===== config.mk =====
export PLATFORM = sky130hd
export DESIGN_NAME = icache_tag_ctrl
export DESIGN_NICKNAME = d
export VERILOG_FILES = /design/src/rtl/icache_pkg.sv /design/src/rtl/icache_valid_array.sv /design/src/rtl/icache_tag_ctrl.sv
export SDC_FILE = /design/constraint.sdc
export NUM_CORES = 1
export LEC_CHECK = 0
export BUFFER_PORTS_ARGS = -buffer_cell sky130_fd_sc_hd__buf_2
export CORE_MARGIN = 2
export CORE_UTILIZATION = 43
export DETAILED_ROUTE_END_ITERATION = 10
export PLACE_DENSITY = 0.76
export SLEW_MARGIN = 10
export SYNTH_ARGS = -nofsm -noshare
export SYNTH_HDL_FRONTEND = slang
export SYNTH_SLANG_ARGS = --single-unit

===== constraint.sdc =====
create_clock -name clk -period 1.6 [get_ports clk]
set_input_delay 0.08 -clock clk [delete_from_list [all_inputs] [get_ports clk]]
set_output_delay 0.08 -clock clk [all_outputs]
set_load 0.1 [all_outputs]

===== src/rtl/icache_pkg.sv =====
// Shared geometry and address-slicing helpers for the I-cache tag path.
// 32-bit byte address, 32B lines, 16 sets, 23-bit tags.
package icache_pkg;

   localparam int ADDR_W   = 32;
   localparam int OFFSET_W = 5;
   localparam int INDEX_W  = 4;
   localparam int TAG_W    = ADDR_W - INDEX_W - OFFSET_W;
   localparam int NUM_SETS = 1 << INDEX_W;

   typedef logic [ADDR_W-1:0]  addr_t;
   typedef logic [INDEX_W-1:0] index_t;
   typedef logic [TAG_W-1:0]   tag_t;

   typedef enum logic {
      ST_PRIME,
      ST_RUN
   } state_e;

   function automatic index_t addr_index(input addr_t addr);
      return addr[OFFSET_W +: INDEX_W];
   endfunction

   function automatic tag_t addr_tag(input addr_t addr);
      return addr[ADDR_W-1 -: TAG_W];
   endfunction

endpackage


===== src/rtl/icache_valid_array.sv =====
// Per-set valid bits for the I-cache tag store.
// A single set per cycle, or a whole-array clear that takes priority.
module icache_valid_array
   import icache_pkg::*;
(
   input  logic                clk,
   input  logic                rst_n,
   input  logic                set_en,
   input  index_t              set_idx,
   input  logic                clear_all,
   output logic [NUM_SETS-1:0] valid
);

   // NOTE: valid bits live in resettable flops; the tag SRAM itself powers up with garbage and is never reset.
   always_ff @(posedge clk) begin
      if (!rst_n) begin
         valid <= '0;
      end else if (clear_all) begin
         valid <= '0;
      end else if (set_en) begin
         valid[set_idx] <= 1'b1;
      end
   end

endmodule


===== src/rtl/icache_tag_ctrl.sv =====
// Initiator for the I-cache tag SRAM: arbitrates invalidate/fill/lookup,
// drives the single-port macro, and returns hit/miss one cycle after a lookup.
module icache_tag_ctrl
   import icache_pkg::*;
(
   input  logic               clk,
   input  logic               rst_n,
   input  logic               lkp_valid,
   output logic               lkp_ready,
   input  logic [ADDR_W-1:0]  lkp_addr,
   output logic               rsp_valid,
   input  logic               rsp_ready,
   output logic               rsp_hit,
   output logic [INDEX_W-1:0] rsp_index,
   output logic [TAG_W-1:0]   rsp_tag,
   input  logic               fill_valid,
   output logic               fill_ready,
   input  logic [ADDR_W-1:0]  fill_addr,
   input  logic               inv_all,
   output logic               sram_csb0,
   output logic               sram_web0,
   output logic [INDEX_W-1:0] sram_addr0,
   output logic [TAG_W-1:0]   sram_din0,
   input  logic [TAG_W-1:0]   sram_dout0
);

   state_e              state_q, state_d;
   logic                rsp_valid_q;
   logic                vbit_q;
   index_t              rsp_index_q;
   tag_t                req_tag_q;
   index_t              addr_q;
   tag_t                din_q;
   logic [NUM_SETS-1:0] valid_bits;
   logic                free;
   logic                fill_acc;
   logic                lkp_acc;
   index_t              lkp_idx;
   index_t              fill_idx;
   tag_t                lkp_tag;
   tag_t                fill_tag;

   assign lkp_idx  = addr_index(lkp_addr);
   assign lkp_tag  = addr_tag(lkp_addr);
   assign fill_idx = addr_index(fill_addr);
   assign fill_tag = addr_tag(fill_addr);

   assign free     = !rsp_valid_q || rsp_ready;
   assign fill_acc = fill_valid && fill_ready;
   assign lkp_acc  = lkp_valid && lkp_ready;

   // NOTE: sequential state is written with <= only, so every flop samples pre-edge values.
   always_ff @(posedge clk) begin
      if (!rst_n) begin
         state_q <= ST_PRIME;
      end else begin
         state_q <= state_d;
      end
   end

   always_comb begin
      state_d = state_q;
      case (state_q)
         ST_PRIME: state_d = ST_RUN;
         ST_RUN:   state_d = ST_RUN;
         default:  state_d = ST_PRIME;
      endcase
   end

   // NOTE: every output gets a default before the case so no path leaves a latch behind.
   always_comb begin
      lkp_ready  = 1'b0;
      fill_ready = 1'b0;
      sram_csb0  = 1'b1;
      sram_web0  = 1'b1;
      sram_addr0 = addr_q;
      sram_din0  = din_q;
      if (rst_n) begin
         case (state_q)
            ST_PRIME: begin
               // Dummy read gives the macro's input registers a defined value.
               sram_csb0  = 1'b0;
               sram_addr0 = '0;
            end
            ST_RUN: begin
               fill_ready = free && !inv_all;
               lkp_ready  = free && !inv_all && !fill_valid;
               if (fill_valid && free && !inv_all) begin
                  sram_csb0  = 1'b0;
                  sram_web0  = 1'b0;
                  sram_addr0 = fill_idx;
                  sram_din0  = fill_tag;
               end else if (lkp_valid && free && !inv_all) begin
                  sram_csb0  = 1'b0;
                  sram_addr0 = lkp_idx;
               end
            end
            default: begin
               sram_csb0 = 1'b1;
            end
         endcase
      end
   end

   // Address/data pins hold their last driven value while the port idles.
   always_ff @(posedge clk) begin
      if (!rst_n) begin
         addr_q <= '0;
         din_q  <= '0;
      end else begin
         addr_q <= sram_addr0;
         din_q  <= sram_din0;
      end
   end

   always_ff @(posedge clk) begin
      if (!rst_n) begin
         rsp_valid_q <= 1'b0;
         vbit_q      <= 1'b0;
         rsp_index_q <= '0;
         req_tag_q   <= '0;
      end else if (lkp_acc) begin
         rsp_valid_q <= 1'b1;
         vbit_q      <= valid_bits[lkp_idx];
         rsp_index_q <= lkp_idx;
         req_tag_q   <= lkp_tag;
      end else begin
         if (rsp_ready) begin
            rsp_valid_q <= 1'b0;
         end
         // A pending result must not report a hit on a line just invalidated.
         if (inv_all) begin
            vbit_q <= 1'b0;
         end
      end
   end

   assign rsp_valid = rsp_valid_q;
   assign rsp_index = rsp_index_q;
   assign rsp_tag   = sram_dout0;
   assign rsp_hit   = vbit_q && (sram_dout0 == req_tag_q);

   icache_valid_array u_valid_array (
      .clk       (clk),
      .rst_n     (rst_n),
      .set_en    (fill_acc),
      .set_idx   (fill_idx),
      .clear_all (inv_all),
      .valid     (valid_bits)
   );

endmodule


==> impl_metrics.env <==
export IMPL_cts_buffer_depth=2
export IMPL_end_kind="flop"
export IMPL_fin_util=0.7619
export IMPL_fin_crit_ps=2139
export IMPL_swShare=0.3402
export IMPL_ys_warnings_count=0
export IMPL_synthCells=376
export IMPL_leakage_nw=2.815
export IMPL_avgSynthCellArea_um2=9.490
export IMPL_peakVddDrop_mv=0.5245
export IMPL_yosysSeqAreaShare=0.4095
export IMPL_drc_errors=0
export IMPL_dp_hpwl_mm=6.891
export IMPL_reg2reg_to="req_tag_q[22]$_SDFFE_PN0P_"
export IMPL_min_to="din_q[22]$_SDFF_PN0_"
export IMPL_cp_startpoint="rsp_valid$_SDFFE_PN0P_"
export IMPL_holdCritStartpoint="fill_addr[31]"
export IMPL_dp_cells=606
export IMPL_timing_fmax_mhz=467.5
export IMPL_period_share=1.337
export IMPL_drv_cap=0
export IMPL_worst_setup_path_start_kind="flop"
export IMPL_worstHoldPathCells=3
export IMPL_nNetsFinal=665
export IMPL_max_slew_worst_pin_slew_ps=512.6
export IMPL_grt_max_degree=28
export IMPL_cts_tree="built"
export IMPL_antenna_left=0
export IMPL_powerDensity_mw_per_mm2=762.4
export IMPL_clk_latency_ps=350
export IMPL_synth_edf_count=0
export IMPL_reg2reg_slack_ps=-540
export IMPL_via_count=3675
export IMPL_fill_cells=496
export IMPL_power_internal_mw=3.118
export IMPL_crit_required_ps=1820
export IMPL_syn2layout_area_growth_pct=73.67
export IMPL_cts_sinks=73
export IMPL_hold_class="input port to flop"
export IMPL_status="finished, violations left"
export IMPL_start_util=0.4387
export IMPL_rr_worst_depth=9
export IMPL_root_buffer="clkbuf_8"
export IMPL_drive_gt1_frac=0.5269
export IMPL_portBuffers=142
export IMPL_dieArea_mm2=0.009043
export IMPL_r2r_start="rsp_valid$_SDFFE_PN0P_"
export IMPL_via_per_inst=5.389
export IMPL_rsz0062_at_grt="true"
export IMPL_first_global_vias=3749
export IMPL_yosys_area_top_type="dfxtp_1"
export IMPL_hold_viol=0
export IMPL_drtIter0Drc=172
export IMPL_clk_pin_slew_worst_paths_ps=80
export IMPL_comb_power_share=0.288
export IMPL_grt_first_pass_wirelength_mm=17.61
export IMPL_report_final_slew_viol_count=0
export IMPL_slew_headroom=0.6606
export IMPL_worstPathArrival_ps=2360
export IMPL_die_w_um=95.10
export IMPL_dr_pass1_iters=4
export IMPL_wl_per_cell_um=18.24
export IMPL_synth_distinct_cells=36
export IMPL_ys_ff_latch=73
export IMPL_worst_slack_ps=-539.0
export IMPL_core_area_mm2=0.008134
export IMPL_worst_clock_skew_ps=11.29
export IMPL_synth_area_leaders="dfxtp_1, mux2_4, mux2i_1"
export IMPL_cts_buffers=9
export IMPL_cts_max_level=3
export IMPL_grt_overflow=0
export IMPL_row_count=33
export IMPL_grt_use_total=0.2532
export IMPL_dieHeight_um=95.10
export IMPL_yosysTopAreaCellShare=0.4095
export IMPL_p_seq_frac=0.396
export IMPL_failed_checks="negative setup slack"
export IMPL_totalWireLength_mm=12.44
export IMPL_p_clk_frac=0.316
export IMPL_power_switching_mw=1.607
export IMPL_syn_nets=469
export IMPL_cp_max_fo=7
export IMPL_setup_viol=77
export IMPL_fin_cells=682
export IMPL_io_pins=153
export IMPL_antenna_found_initial=0
export IMPL_n_antenna_cell=0
export IMPL_place_gp_congestion=0.8835
export IMPL_synthFlopType="dfxtp_1"
export IMPL_crit_type="flop to flop"
export IMPL_async_flop_share=0
export IMPL_syn_area_mm2=0.003568
sequential cells by signal, indices dropped and copies added, names as in the netlist:
signal / cells
din_q: 23
req_tag_q: 23
u_valid_array.valid: 16
addr_q: 4
rsp_index: 4
rsp_valid: 1
state_q: 1
vbit_q: 1
routing by layer:
layer / vias up / wire (um) / track usage
met5: - / 0 / 0
met4: 0 / 467 / 0.1159
met3: 43 / 778 / 0.04822
met2: 185 / 6601 / 0.4683
met1: 1755 / 4596 / 0.2775
li1: 1692 / - / -
power groups by stage:
stage | Sequential (mW) | Clock (mW) | Combinational, mW
6_report | 1.87 | 1.49 | 1.36
5_1_grt | 1.88 | 1.60 | 1.41
4_1_cts | 1.87 | 1.50 | 1.31
3_5_place_dp | 1.91 | 0 | 1.18
3_3_place_gp | 1.91 | 0 | 1.17
2_1_floorplan | 1.92 | 0 | 0.800
worst max-delay path by stage:
stage                     cells past startpoint                         end  slack [ps]
final                                         9  req_tag_q[22]$_SDFFE_PN0P_        -540
after global routing                          5               sram_din0[15]        -560
after CTS                                     5               sram_din0[14]        -510
after detailed placement                      5               sram_din0[14]        -190
after global placement                        5               sram_din0[16]        -160
after floorplan                               5               sram_din0[13]        -350
Yosys cell counts, types with 2 or more instances:
| library cell | number |
|---|---|
| dfxtp_1 | 73 |
| nand2_1 | 57 |
| a21oi_1 | 28 |
| mux2i_1 | 26 |
| nor2_1 | 25 |
| buf_4 | 24 |
| mux2_4 | 19 |
| a22o_1 | 16 |
| xor2_1 | 16 |
| clkbuf_1 | 12 |
| nor4_1 | 10 |
| xnor2_1 | 7 |
| buf_2 | 6 |
| nand3_1 | 6 |
| nand4_1 | 5 |
| a21o_1 | 4 |
| a311oi_1 | 4 |
| mux2_2 | 4 |
| nor2b_1 | 4 |
| o21ai_0 | 4 |
| mux4_2 | 3 |
| and3_1 | 2 |
| buf_6 | 2 |
| inv_1 | 2 |
| nand2b_1 | 2 |
| nor3_1 | 2 |
| nor3b_2 | 2 |
| o211ai_1 | 2 |
| or4_1 | 2 |
logic make-up after synthesis:
| logic type | Yosys count | synth area share |
|---|---|---|
| and+or+nand+nor | 121 | 0.1592 |
| buffers and inverters | 48 | 0.08204 |
| AOI/OAI and AO/OA | 59 | 0.1083 |
| xor gates and xnor gates | 23 | 0.05645 |
| DFF | 73 | 0.4095 |
| muxes | 52 | 0.1844 |
repair_timing:
action	in CTS	in global routing
gates resized for setup	34	54
setup buffers	8	1
cloned	6	1
hold buffers	45	0
pin swaps	14	16
endpoints found under the setup margin	75	76
endpoints found under the hold margin	45	0
through the flow:
stage / setup TNS [ps] / cell area (um^2) / total power, mW / hold WS (ps) / setup slack [ps]
finish: -29220 / 6197 / 4.725 / 10.86 / -539.0
global route: -32400 / 6197 / 4.882 / -0.2507 / -559.6
CTS: -26290 / 5998 / 4.688 / 15.93 / -514.7
floorplan: -11140 / 3685 / 2.719 / 107.7 / -352.4
detailed placement: -6631 / 4960 / 3.095 / 329.4 / -185.9
global placement: -5398 / 4960 / 3.080 / 321.7 / -161.1
worst max-delay path, cell delays in order (launching register included):
cell,delay [ps]
dfxtp_4,350
nor2b_4,130
buf_4,140
bufbuf_16,260
buf_6,110
or4_4,580
buf_6,170
buf_16,140
nand2_2,80
a21oi_2,60
area by class of cell:
type                    instances  area (um^2)  share of cell area
multi-input cells             255         2181              0.3519
flip-flops and latches         73         1466              0.2366
clock inverters                 6        66.31             0.01070
well taps                     105        131.4             0.02120
inverters                       3        11.26            0.001817
clock buffers                  10        137.6             0.02221
repair buffers                230         2203              0.3555
layout by cell type (no fill, tap or decap), types with 2 or more instances in the layout:
cell type	netlist	routed
clkinv_4	0	2
nor4_4	0	2
a21o_4	0	4
or4_4	0	2
nand2_1	57	25
a21oi_1	28	13
buf_4	24	24
nand3_1	6	4
a22o_1	16	16
dlygate4sd3_1	0	45
buf_8	0	2
buf_6	2	5
mux4_2	3	3
a311oi_1	4	2
inv_2	1	2
mux2_2	4	4
o211ai_1	2	2
clkbuf_8	0	10
nand4_1	5	5
mux2i_1	26	26
nor2b_1	4	3
xnor2_1	7	7
buf_16	0	5
nor3_4	0	3
buf_2	6	110
nand2_4	0	7
buf_12	0	37
mux2_4	19	19
nor4_1	10	4
and3_1	2	2
dfxtp_1	73	71
nand2_2	0	25
a21oi_2	0	14
xor2_1	16	16
nor4_2	1	5
o21ai_0	4	3
nor2_1	25	25
No activity file was read; power rests on OpenSTA's default activity.
